<file path="src/rtl/game_pkg.sv">
// Shared game definitions: floor/score limits, slot record, scheduler
// FSM states and the top-level game state codes.
package game_pkg;

   localparam logic [9:0] LOWER_BOUND = 10'd480;  // y at/after which a glyph hits the floor
   localparam logic [7:0] SCORE_MAX   = 8'd99;    // two-digit score display limit

   // Top-level game state codes (owned by the top-level FSM, shared here)
   typedef enum logic [1:0] {
      WEL_STATE  = 2'd0,
      PLAY_STATE = 2'd1,
      END_STATE  = 2'd2
   } game_state_e;

   // Slot scheduler FSM
   typedef enum logic [1:0] {
      S_IDLE   = 2'd0,
      S_MOVE   = 2'd1,
      S_MATCH  = 2'd2,
      S_REMOVE = 2'd3
   } sched_state_e;

   // One falling glyph
   typedef struct packed {
      logic       active;
      logic [7:0] ascii;
      logic [9:0] col;
      logic [9:0] y;
      logic [2:0] speed;
   } slot_t;

   // Score increment that sticks at SCORE_MAX
   function automatic logic [7:0] sat_inc(input logic [7:0] s);
      return (s >= SCORE_MAX) ? SCORE_MAX : s + 8'd1;
   endfunction

endpackage

</file>
<file path="src/rtl/slot_alloc.sv">
// Lowest-index free slot finder with a table-full flag.
module slot_alloc #(
   parameter int NSLOT = 16,
   parameter int IDX_W = 4
) (
   input  logic [NSLOT-1:0] active_i,
   output logic [IDX_W-1:0] free_idx_o,
   output logic             full_o
);

   // Scan from the top down so the lowest free index wins
   always_comb begin
      free_idx_o = '0;
      for (int i = NSLOT - 1; i >= 0; i--) begin
         if (!active_i[i]) free_idx_o = IDX_W'(i);
      end
   end

   assign full_o = &active_i;

endmodule

</file>
<file path="src/rtl/char_slot_scheduler.sv">
// Falling-character slot table: spawns glyphs, moves them once per frame,
// removes the lowest glyph matching a key, keeps score and gameover.
module char_slot_scheduler
   import game_pkg::*;
#(
   parameter int NSLOT = 16,
   parameter int IDX_W = 4
) (
   input  logic             clk,
   input  logic             rst_n,
   input  logic             enable,
   input  logic             clear,
   input  logic             frame_tick,
   input  logic             spawn_valid,
   output logic             spawn_ready,
   input  logic [7:0]       spawn_ascii,
   input  logic [9:0]       spawn_col,
   input  logic [9:0]       spawn_y,
   input  logic [2:0]       spawn_speed,
   input  logic             key_valid,
   input  logic [7:0]       key_ascii,
   input  logic [IDX_W-1:0] rd_idx,
   output logic             rd_active,
   output logic [7:0]       rd_ascii,
   output logic [9:0]       rd_col,
   output logic [9:0]       rd_y,
   output logic [7:0]       score,
   output logic             hit_pulse,
   output logic             miss_pulse,
   output logic             gameover,
   output logic [IDX_W:0]   active_count,
   output logic             busy
);

   localparam logic [IDX_W-1:0] IDX_ONE  = IDX_W'(1);
   localparam logic [IDX_W-1:0] IDX_LAST = IDX_W'(NSLOT - 1);
   localparam logic [IDX_W:0]   CNT_ONE  = (IDX_W + 1)'(1);

   slot_t            slots_q [NSLOT];
   slot_t            slots_d [NSLOT];
   sched_state_e     state_q, state_d;
   logic [IDX_W-1:0] idx_q, idx_d;
   logic             tick_pend_q, tick_pend_d;
   logic             key_pend_q, key_pend_d;
   logic [7:0]       key_asc_q, key_asc_d;
   logic [7:0]       cur_key_q, cur_key_d;
   logic             best_found_q, best_found_d;
   logic [IDX_W-1:0] best_idx_q, best_idx_d;
   logic [9:0]       best_y_q, best_y_d;
   logic [7:0]       score_q, score_d;
   logic             gameover_q, gameover_d;
   logic             hit_q, hit_d;
   logic             miss_q, miss_d;
   logic [IDX_W:0]   cnt_q, cnt_d;

   logic [NSLOT-1:0] active_vec;
   logic [IDX_W-1:0] free_idx;
   logic             full;
   logic             run;
   logic [10:0]      y_new;

   // Gather occupancy bits for the allocator
   always_comb begin
      for (int i = 0; i < NSLOT; i++) active_vec[i] = slots_q[i].active;
   end

   slot_alloc #(
      .NSLOT (NSLOT),
      .IDX_W (IDX_W)
   ) u_alloc (
      .active_i   (active_vec),
      .free_idx_o (free_idx),
      .full_o     (full)
   );

   // The table only evolves while playing and before the floor is hit
   assign run = enable && !gameover_q;

   assign spawn_ready = (state_q == S_IDLE) && run && !full && !tick_pend_q && !key_pend_q
                        && !frame_tick && !key_valid && !clear;

   // Next-state logic: event dispatch, slot scan, spawn write
   always_comb begin
      // NOTE: every variable gets a default before any branch so no path leaves it unassigned (no latches).
      slots_d      = slots_q;
      state_d      = state_q;
      idx_d        = idx_q;
      tick_pend_d  = tick_pend_q;
      key_pend_d   = key_pend_q;
      key_asc_d    = key_asc_q;
      cur_key_d    = cur_key_q;
      best_found_d = best_found_q;
      best_idx_d   = best_idx_q;
      best_y_d     = best_y_q;
      score_d      = score_q;
      gameover_d   = gameover_q;
      cnt_d        = cnt_q;
      hit_d        = 1'b0;
      miss_d       = 1'b0;
      y_new        = '0;

      if (clear) begin
         for (int i = 0; i < NSLOT; i++) slots_d[i] = '0;
         state_d      = S_IDLE;
         idx_d        = '0;
         tick_pend_d  = 1'b0;
         key_pend_d   = 1'b0;
         key_asc_d    = '0;
         cur_key_d    = '0;
         best_found_d = 1'b0;
         best_idx_d   = '0;
         best_y_d     = '0;
         score_d      = '0;
         gameover_d   = 1'b0;
         cnt_d        = '0;
      end else if (!run) begin
         // Frozen: abandon any scan in flight, touch nothing in the table
         state_d = S_IDLE;
         idx_d   = '0;
      end else begin
         // Events arriving mid-scan are parked (one deep each)
         if (state_q != S_IDLE) begin
            if (frame_tick) tick_pend_d = 1'b1;
            if (key_valid && !key_pend_q) begin
               key_pend_d = 1'b1;
               key_asc_d  = key_ascii;
            end
         end

         unique case (state_q)
            S_IDLE: begin
               if (tick_pend_q || frame_tick) begin
                  state_d     = S_MOVE;
                  idx_d       = '0;
                  tick_pend_d = 1'b0;
                  if (key_valid && !key_pend_q) begin
                     key_pend_d = 1'b1;
                     key_asc_d  = key_ascii;
                  end
               end else if (key_pend_q || key_valid) begin
                  state_d      = S_MATCH;
                  idx_d        = '0;
                  best_found_d = 1'b0;
                  best_idx_d   = '0;
                  best_y_d     = '0;
                  cur_key_d    = key_pend_q ? key_asc_q : key_ascii;
                  // A fresh key arriving as the parked one is consumed takes its place
                  key_pend_d   = key_pend_q && key_valid;
                  if (key_pend_q && key_valid) key_asc_d = key_ascii;
               end else if (spawn_valid && spawn_ready) begin
                  slots_d[free_idx] = '{active: 1'b1, ascii: spawn_ascii, col: spawn_col,
                                        y: spawn_y, speed: spawn_speed};
                  cnt_d = cnt_q + CNT_ONE;
               end
            end

            S_MOVE: begin
               if (slots_q[idx_q].active) begin
                  y_new = {1'b0, slots_q[idx_q].y} + {8'b0, slots_q[idx_q].speed};
                  if (y_new >= {1'b0, LOWER_BOUND}) begin
                     slots_d[idx_q] = '0;
                     gameover_d     = 1'b1;
                     cnt_d          = cnt_q - CNT_ONE;
                  end else begin
                     slots_d[idx_q].y = y_new[9:0];
                  end
               end
               idx_d = idx_q + IDX_ONE;
               if (idx_q == IDX_LAST) state_d = S_IDLE;
            end

            S_MATCH: begin
               // Strictly-greater keeps the lowest index on equal heights
               if (slots_q[idx_q].active && (slots_q[idx_q].ascii == cur_key_q)
                   && (!best_found_q || (slots_q[idx_q].y > best_y_q))) begin
                  best_found_d = 1'b1;
                  best_idx_d   = idx_q;
                  best_y_d     = slots_q[idx_q].y;
               end
               idx_d = idx_q + IDX_ONE;
               if (idx_q == IDX_LAST) state_d = S_REMOVE;
            end

            S_REMOVE: begin
               if (best_found_q) begin
                  slots_d[best_idx_q] = '0;
                  score_d             = sat_inc(score_q);
                  hit_d               = 1'b1;
                  cnt_d               = cnt_q - CNT_ONE;
               end else begin
                  miss_d = 1'b1;
               end
               idx_d   = '0;
               state_d = S_IDLE;
            end

            default: state_d = S_IDLE;
         endcase
      end
   end

   // State registers, including the slot table
   always_ff @(posedge clk or negedge rst_n) begin
      if (!rst_n) begin
         // NOTE: the slot table is a flop array, not a RAM, so it is safe (and required) to reset it.
         for (int i = 0; i < NSLOT; i++) slots_q[i] <= '0;
         state_q      <= S_IDLE;
         idx_q        <= '0;
         tick_pend_q  <= 1'b0;
         key_pend_q   <= 1'b0;
         key_asc_q    <= '0;
         cur_key_q    <= '0;
         best_found_q <= 1'b0;
         best_idx_q   <= '0;
         best_y_q     <= '0;
         score_q      <= '0;
         gameover_q   <= 1'b0;
         hit_q        <= 1'b0;
         miss_q       <= 1'b0;
         cnt_q        <= '0;
      end else begin
         for (int i = 0; i < NSLOT; i++) slots_q[i] <= slots_d[i];
         state_q      <= state_d;
         idx_q        <= idx_d;
         tick_pend_q  <= tick_pend_d;
         key_pend_q   <= key_pend_d;
         key_asc_q    <= key_asc_d;
         cur_key_q    <= cur_key_d;
         best_found_q <= best_found_d;
         best_idx_q   <= best_idx_d;
         best_y_q     <= best_y_d;
         score_q      <= score_d;
         gameover_q   <= gameover_d;
         hit_q        <= hit_d;
         miss_q       <= miss_d;
         cnt_q        <= cnt_d;
      end
   end

   assign rd_active    = slots_q[rd_idx].active;
   assign rd_ascii     = slots_q[rd_idx].ascii;
   assign rd_col       = slots_q[rd_idx].col;
   assign rd_y         = slots_q[rd_idx].y;
   assign score        = score_q;
   assign hit_pulse    = hit_q;
   assign miss_pulse   = miss_q;
   assign gameover     = gameover_q;
   assign active_count = cnt_q;
   assign busy         = (state_q != S_IDLE);

endmodule
</file>
<file path="config.mk">
export PLATFORM = sky130hd
export DESIGN_NAME = char_slot_scheduler
export DESIGN_NICKNAME = d
export VERILOG_FILES = /design/src/rtl/game_pkg.sv /design/src/rtl/slot_alloc.sv /design/src/rtl/char_slot_scheduler.sv
export SDC_FILE = /design/constraint.sdc
export NUM_CORES = 2
export LEC_CHECK = 0
export BUFFER_PORTS_ARGS = -buffer_cell sky130_fd_sc_hd__buf_2
export CAP_MARGIN = 5
export CORE_ASPECT_RATIO = 2
export CORE_UTILIZATION = 55
export DETAILED_ROUTE_END_ITERATION = 10
export PLACE_DENSITY = 0.72
export SYNTH_ARGS = -nofsm -noshare
export SYNTH_HDL_FRONTEND = slang
export SYNTH_HIERARCHICAL = 1
export SYNTH_SLANG_ARGS = --single-unit
export TNS_END_PERCENT = 100
</file>
<file path="constraint.sdc">
create_clock -name clk -period 6.4 [get_ports clk]
set_input_delay 0.32 -clock clk [delete_from_list [all_inputs] [get_ports clk]]
set_output_delay 0.32 -clock clk [all_outputs]
set_load 0.1 [all_outputs]
</file>
==> summary.md <==
| Metric | Value |
|---|---|
| Pre-Repair DR Iteration Count | `6` |
| Start of the worst register-to-register path | `idx_q[0]` |
| Hold violation count in the final report | `0` |
| Setup violations, final | `0` |
| Cells taking the most area after synthesis | `dfrtp_1 (43%), mux4_2 (17%), a22oi_1 (7.9%)` |
| Total gr overflow | `0` |
| Non-Filler Cell Area, Final | `36,100 sq um` |
| Mapped Avg Cell Area | `10.6 sq um` |
| Core area | `59,100 sq um` |
| Worst slack, placed | `1240 ps` |
| Post-Synth Adder-Cell Area | `0.0107` |
| Layout cells sized above 1 | `0.197` |
| Slowest CP cell | `a22oi_1` |
| Depth of the CTS H-tree | `2` |
| Initial DRC Count | `4,730` |
| Syn Nets | `3,180` |
| CTS Hold Buffers Added | `9` |
| Num rows | `126` |
| All-Layer GR Usage | `0.457` |
| XOR/XNOR Fraction of Synth Area | `0.00478` |
| Mux contribution to synthesized area | `0.177` |
| Critical-path cell list | `buf_4 -> mux4_2 -> a22oi_1 -> nand2_1 -> buf_4 -> nand2_1 -> xor2_1 -> clkinv_1 -> nand3_1 -> o21ai_1` |
| Sequential share of the synthesized area | `0.430` |
| Largest family of logic cells by synthesized area | `compound AO/OA/AOI/OAI gates` |
| Combinational power share | `0.131` |
| Top-area cell type share of the netlist area | `0.430` |
| Net Sw Frac | `0.294` |
| Internal power | `5.69 mW` |
| Status | `finished clean` |
| Clk sinks | `567` |
| Synth Instances | `3,103` |
| Synth cell types | `76` |
| Max_slew headroom | `0.0303` |
| Static Leak | `14.1 nW` |
| Die area | `61,000 sq um` |
| DR WL/cell | `35.5 microns` |
| Final ANT Viol Nets | `0` |
| FMAX | `161 MHz` |
| Worst slew pin tran | `1450 ps` |
| TritonCTS clock tree | `yes` |
| Overall power | `8.06 mW` |
| Clock power share | `0.418` |
| Cell area after synthesis | `33,000 sq um` |
| Kind of critical path | `reg -> reg` |
| Synthesized flop and latch total | `567` |
| RD Place Congestion | `1.06` |
| Io pins | `97` |
| Global-route wire length before repair | `203 mm` |
| Total wire length | `137 mm` |
| CTS buffer count | `54` |
| CP Capture Type | `flip-flop` |
| DP Area | `34,100 sq um` |
| Crit. Startpoint | `idx_q[0]` |
| Post-synthesis compound-gate area fraction | `0.243` |
| Routed vias | `30.1k` |
| Die span in x | `175 microns` |
| Post-synthesis simple-gate area fraction | `0.0880` |
| CP peak stage delay | `1140 ps` |
| EDFF count, synth | `0` |
| Ys async rst share | `1.00` |
| Final core utilization | `0.610` |
| Largest net degree at the start of global routing | `168` |
| Period utilization | `0.969` |
| CP arrival | `6690 ps` |
| CP Max Fanout | `32` |
| Number of max-cap violations | `0` |
| Pwr dens | `223 nW/um^2` |
| Clk root buf | `clkbuf_16` |
| Hold_ws | `36.9 ps` |
| Worst Skew | `61.4 ps` |
| Worst-Skew Late Latency | `660 ps` |
| Initial Utilization | `0.558` |
| CTS clk-pin slew, worst paths | `70 ps` |
| Resized Gates After CTS | `0` |
| Startpoint Class | `flip-flop` |
| Layout Cells excl Fill | `3,854` |
| Post-layout net count | `3,119` |
| Reg power frac | `0.451` |
| Layout area overhead | `9.37%` |
| Top cell type by total area after synthesis | `dfrtp_1` |
| Top FF cell, synth | `dfrtp_1` |
| Dpl hpwl | `85.7 mm` |
| Min-Delay Path Class | `in -> reg` |
| Port bufs | `96` |
| Placed Cells | `3,743` |
| Switching power | `2.37 mW` |
| RSZ-0062 raised after global routing | `no` |
| Post-CTS Setup Inserts | `0` |
| Vias/cell | `7.81` |
| Total negative slack | `0 ps` |
| Final Worst Setup Slack | `197 ps` |
| Final slew viol count | `0` |
| Hold path startpoint | `frame_tick` |
| Yosys Warn Count | `6` |
| Clock Path Buffers | `3` |
| Worst endpoint required time | `6890 ps` |
| Die Ht | `348 microns` |
| Max IR drop VDD | `278 uV` |
| Residual DRC | `0` |
| Tmin final | `6200 ps` |
| Initial antenna violation count | `4` |
| Vias in the first global route | `30.5k` |
worst max-delay path, delay by kind of cell (launching register included):
| kind | cells | cell delay (ps) |
|---|---|---|
| buffers and inverters | 3 | 1390 |
| muxes | 1 | 530 |
| and+or+nand+nor | 3 | 910 |
| AOI/OAI and AO/OA | 2 | 1270 |
| DFF | 1 | 930 |
| xor gates and xnor gates | 1 | 990 |
cell usage after synthesis (13+ instances only):
| master | n |
|---|---|
| a22oi_1 | 347 |
| a22o_1 | 67 |
| nor2_1 | 63 |
| buf_1 | 34 |
| o2bb2ai_1 | 90 |
| dfrtp_1 | 567 |
| and2_1 | 17 |
| o21ai_1 | 256 |
| ha_1 | 25 |
| mux2i_1 | 20 |
| nand4_1 | 75 |
| a211oi_1 | 16 |
| mux4_2 | 250 |
| buf_4 | 13 |
| nand3_1 | 42 |
| buf_2 | 31 |
| and3_1 | 37 |
| inv_1 | 37 |
| nand2_1 | 309 |
| clkbuf_1 | 243 |
| a21o_1 | 23 |
| o21ai_0 | 218 |
| o211ai_1 | 22 |
| a21oi_1 | 144 |
cells by family after synthesis:
group,count (synthesis)
AND/OR/NAND/NOR,611
flip-flops,567
XOR/XNOR,18
AO/OA/AOI/OAI,1240
multiplexers,272
buffers and inverters,368
adder cells (fa/ha/maj),27
per-layer routing:
metal / GRT usage / vias to the layer above / share of wire
met5: 0.00735 / - / 0.00055
met1: 0.492 / 14986 / 0.31
li1: - / 11858 / -
met3: 0.146 / 837 / 0.11
met4: 0.409 / 4 / 0.11
met2: 0.717 / 2421 / 0.47
flip-flops by register name (all words and copies together) (netlist names):
| name | count |
|---|---|
| miss_pulse | 1 |
| idx_q | 4 |
| slots_q | 496 |
| tick_pend_q | 1 |
| best_idx_q | 4 |
| active_count | 5 |
| cur_key_q | 8 |
| best_found_q | 1 |
| active_vec | 16 |
| key_asc_q | 8 |
| state_q | 2 |
| key_pend_q | 1 |
| best_y_q | 10 |
| gameover | 1 |
| hit_pulse | 1 |
| score | 8 |
worst paths after layout:
kind | to | slack (ps) | cells after the start
hold reg to reg | best_y_q[2] | 500 | 1
setup / recovery | slots_q[455] | 200 | 10
min in group asynchronous | slots_q[453] | 310 | 2
max in group asynchronous | idx_q[1] | 4390 | 3
hold / removal | tick_pend_q | 40 | 3
setup reg to reg | slots_q[455] | 200 | 10
cells in the final DEF, fill, tap and decap left out, types with 8 or more instances in the layout:
cell type | synthesis | final
mux2i_1 | 20 | 20
inv_1 | 37 | 36
o211ai_1 | 22 | 22
o21ai_0 | 218 | 218
ha_1 | 25 | 24
clkbuf_1 | 243 | 10
nor2b_1 | 10 | 10
a22oi_1 | 347 | 347
a22o_1 | 67 | 67
and2_1 | 17 | 17
and3_1 | 37 | 33
clkbuf_16 | 0 | 54
nand2_1 | 309 | 309
a21oi_1 | 144 | 136
buf_4 | 13 | 98
clkbuf_8 | 0 | 13
buf_2 | 31 | 93
a211oi_1 | 16 | 16
mux4_2 | 250 | 250
dfrtp_1 | 567 | 565
o2bb2ai_1 | 90 | 90
nand2b_1 | 8 | 8
dlygate4sd3_1 | 0 | 9
nor2_1 | 63 | 54
xnor2_1 | 11 | 10
nor3_1 | 11 | 8
clkinv_2 | 0 | 11
o21ai_1 | 256 | 252
nand3_1 | 42 | 42
a21oi_2 | 5 | 12
a21o_1 | 23 | 22
nand4_1 | 75 | 75
cell type report:
type	count	area (sq um)
tap	768	961
clock inverter	22	254
clock buffer	76	1550
sequential	567	14200
timing repair buffer	211	1490
fill	4846	23000
antenna	2	5.00
multi-input combinational	2168	17500
inverter	40	155
power groups by stage:
stage	combinational [mW]	clock, mW	sequential, mW
2_1_floorplan	0.525	0	3.69
3_3_place_gp	0.984	0	3.70
3_5_place_dp	0.994	0	3.70
4_1_cts	1.00	3.37	3.63
5_1_grt	1.07	3.51	3.64
6_report	1.05	3.37	3.64
No activity file was read; power rests on OpenSTA's default activity.
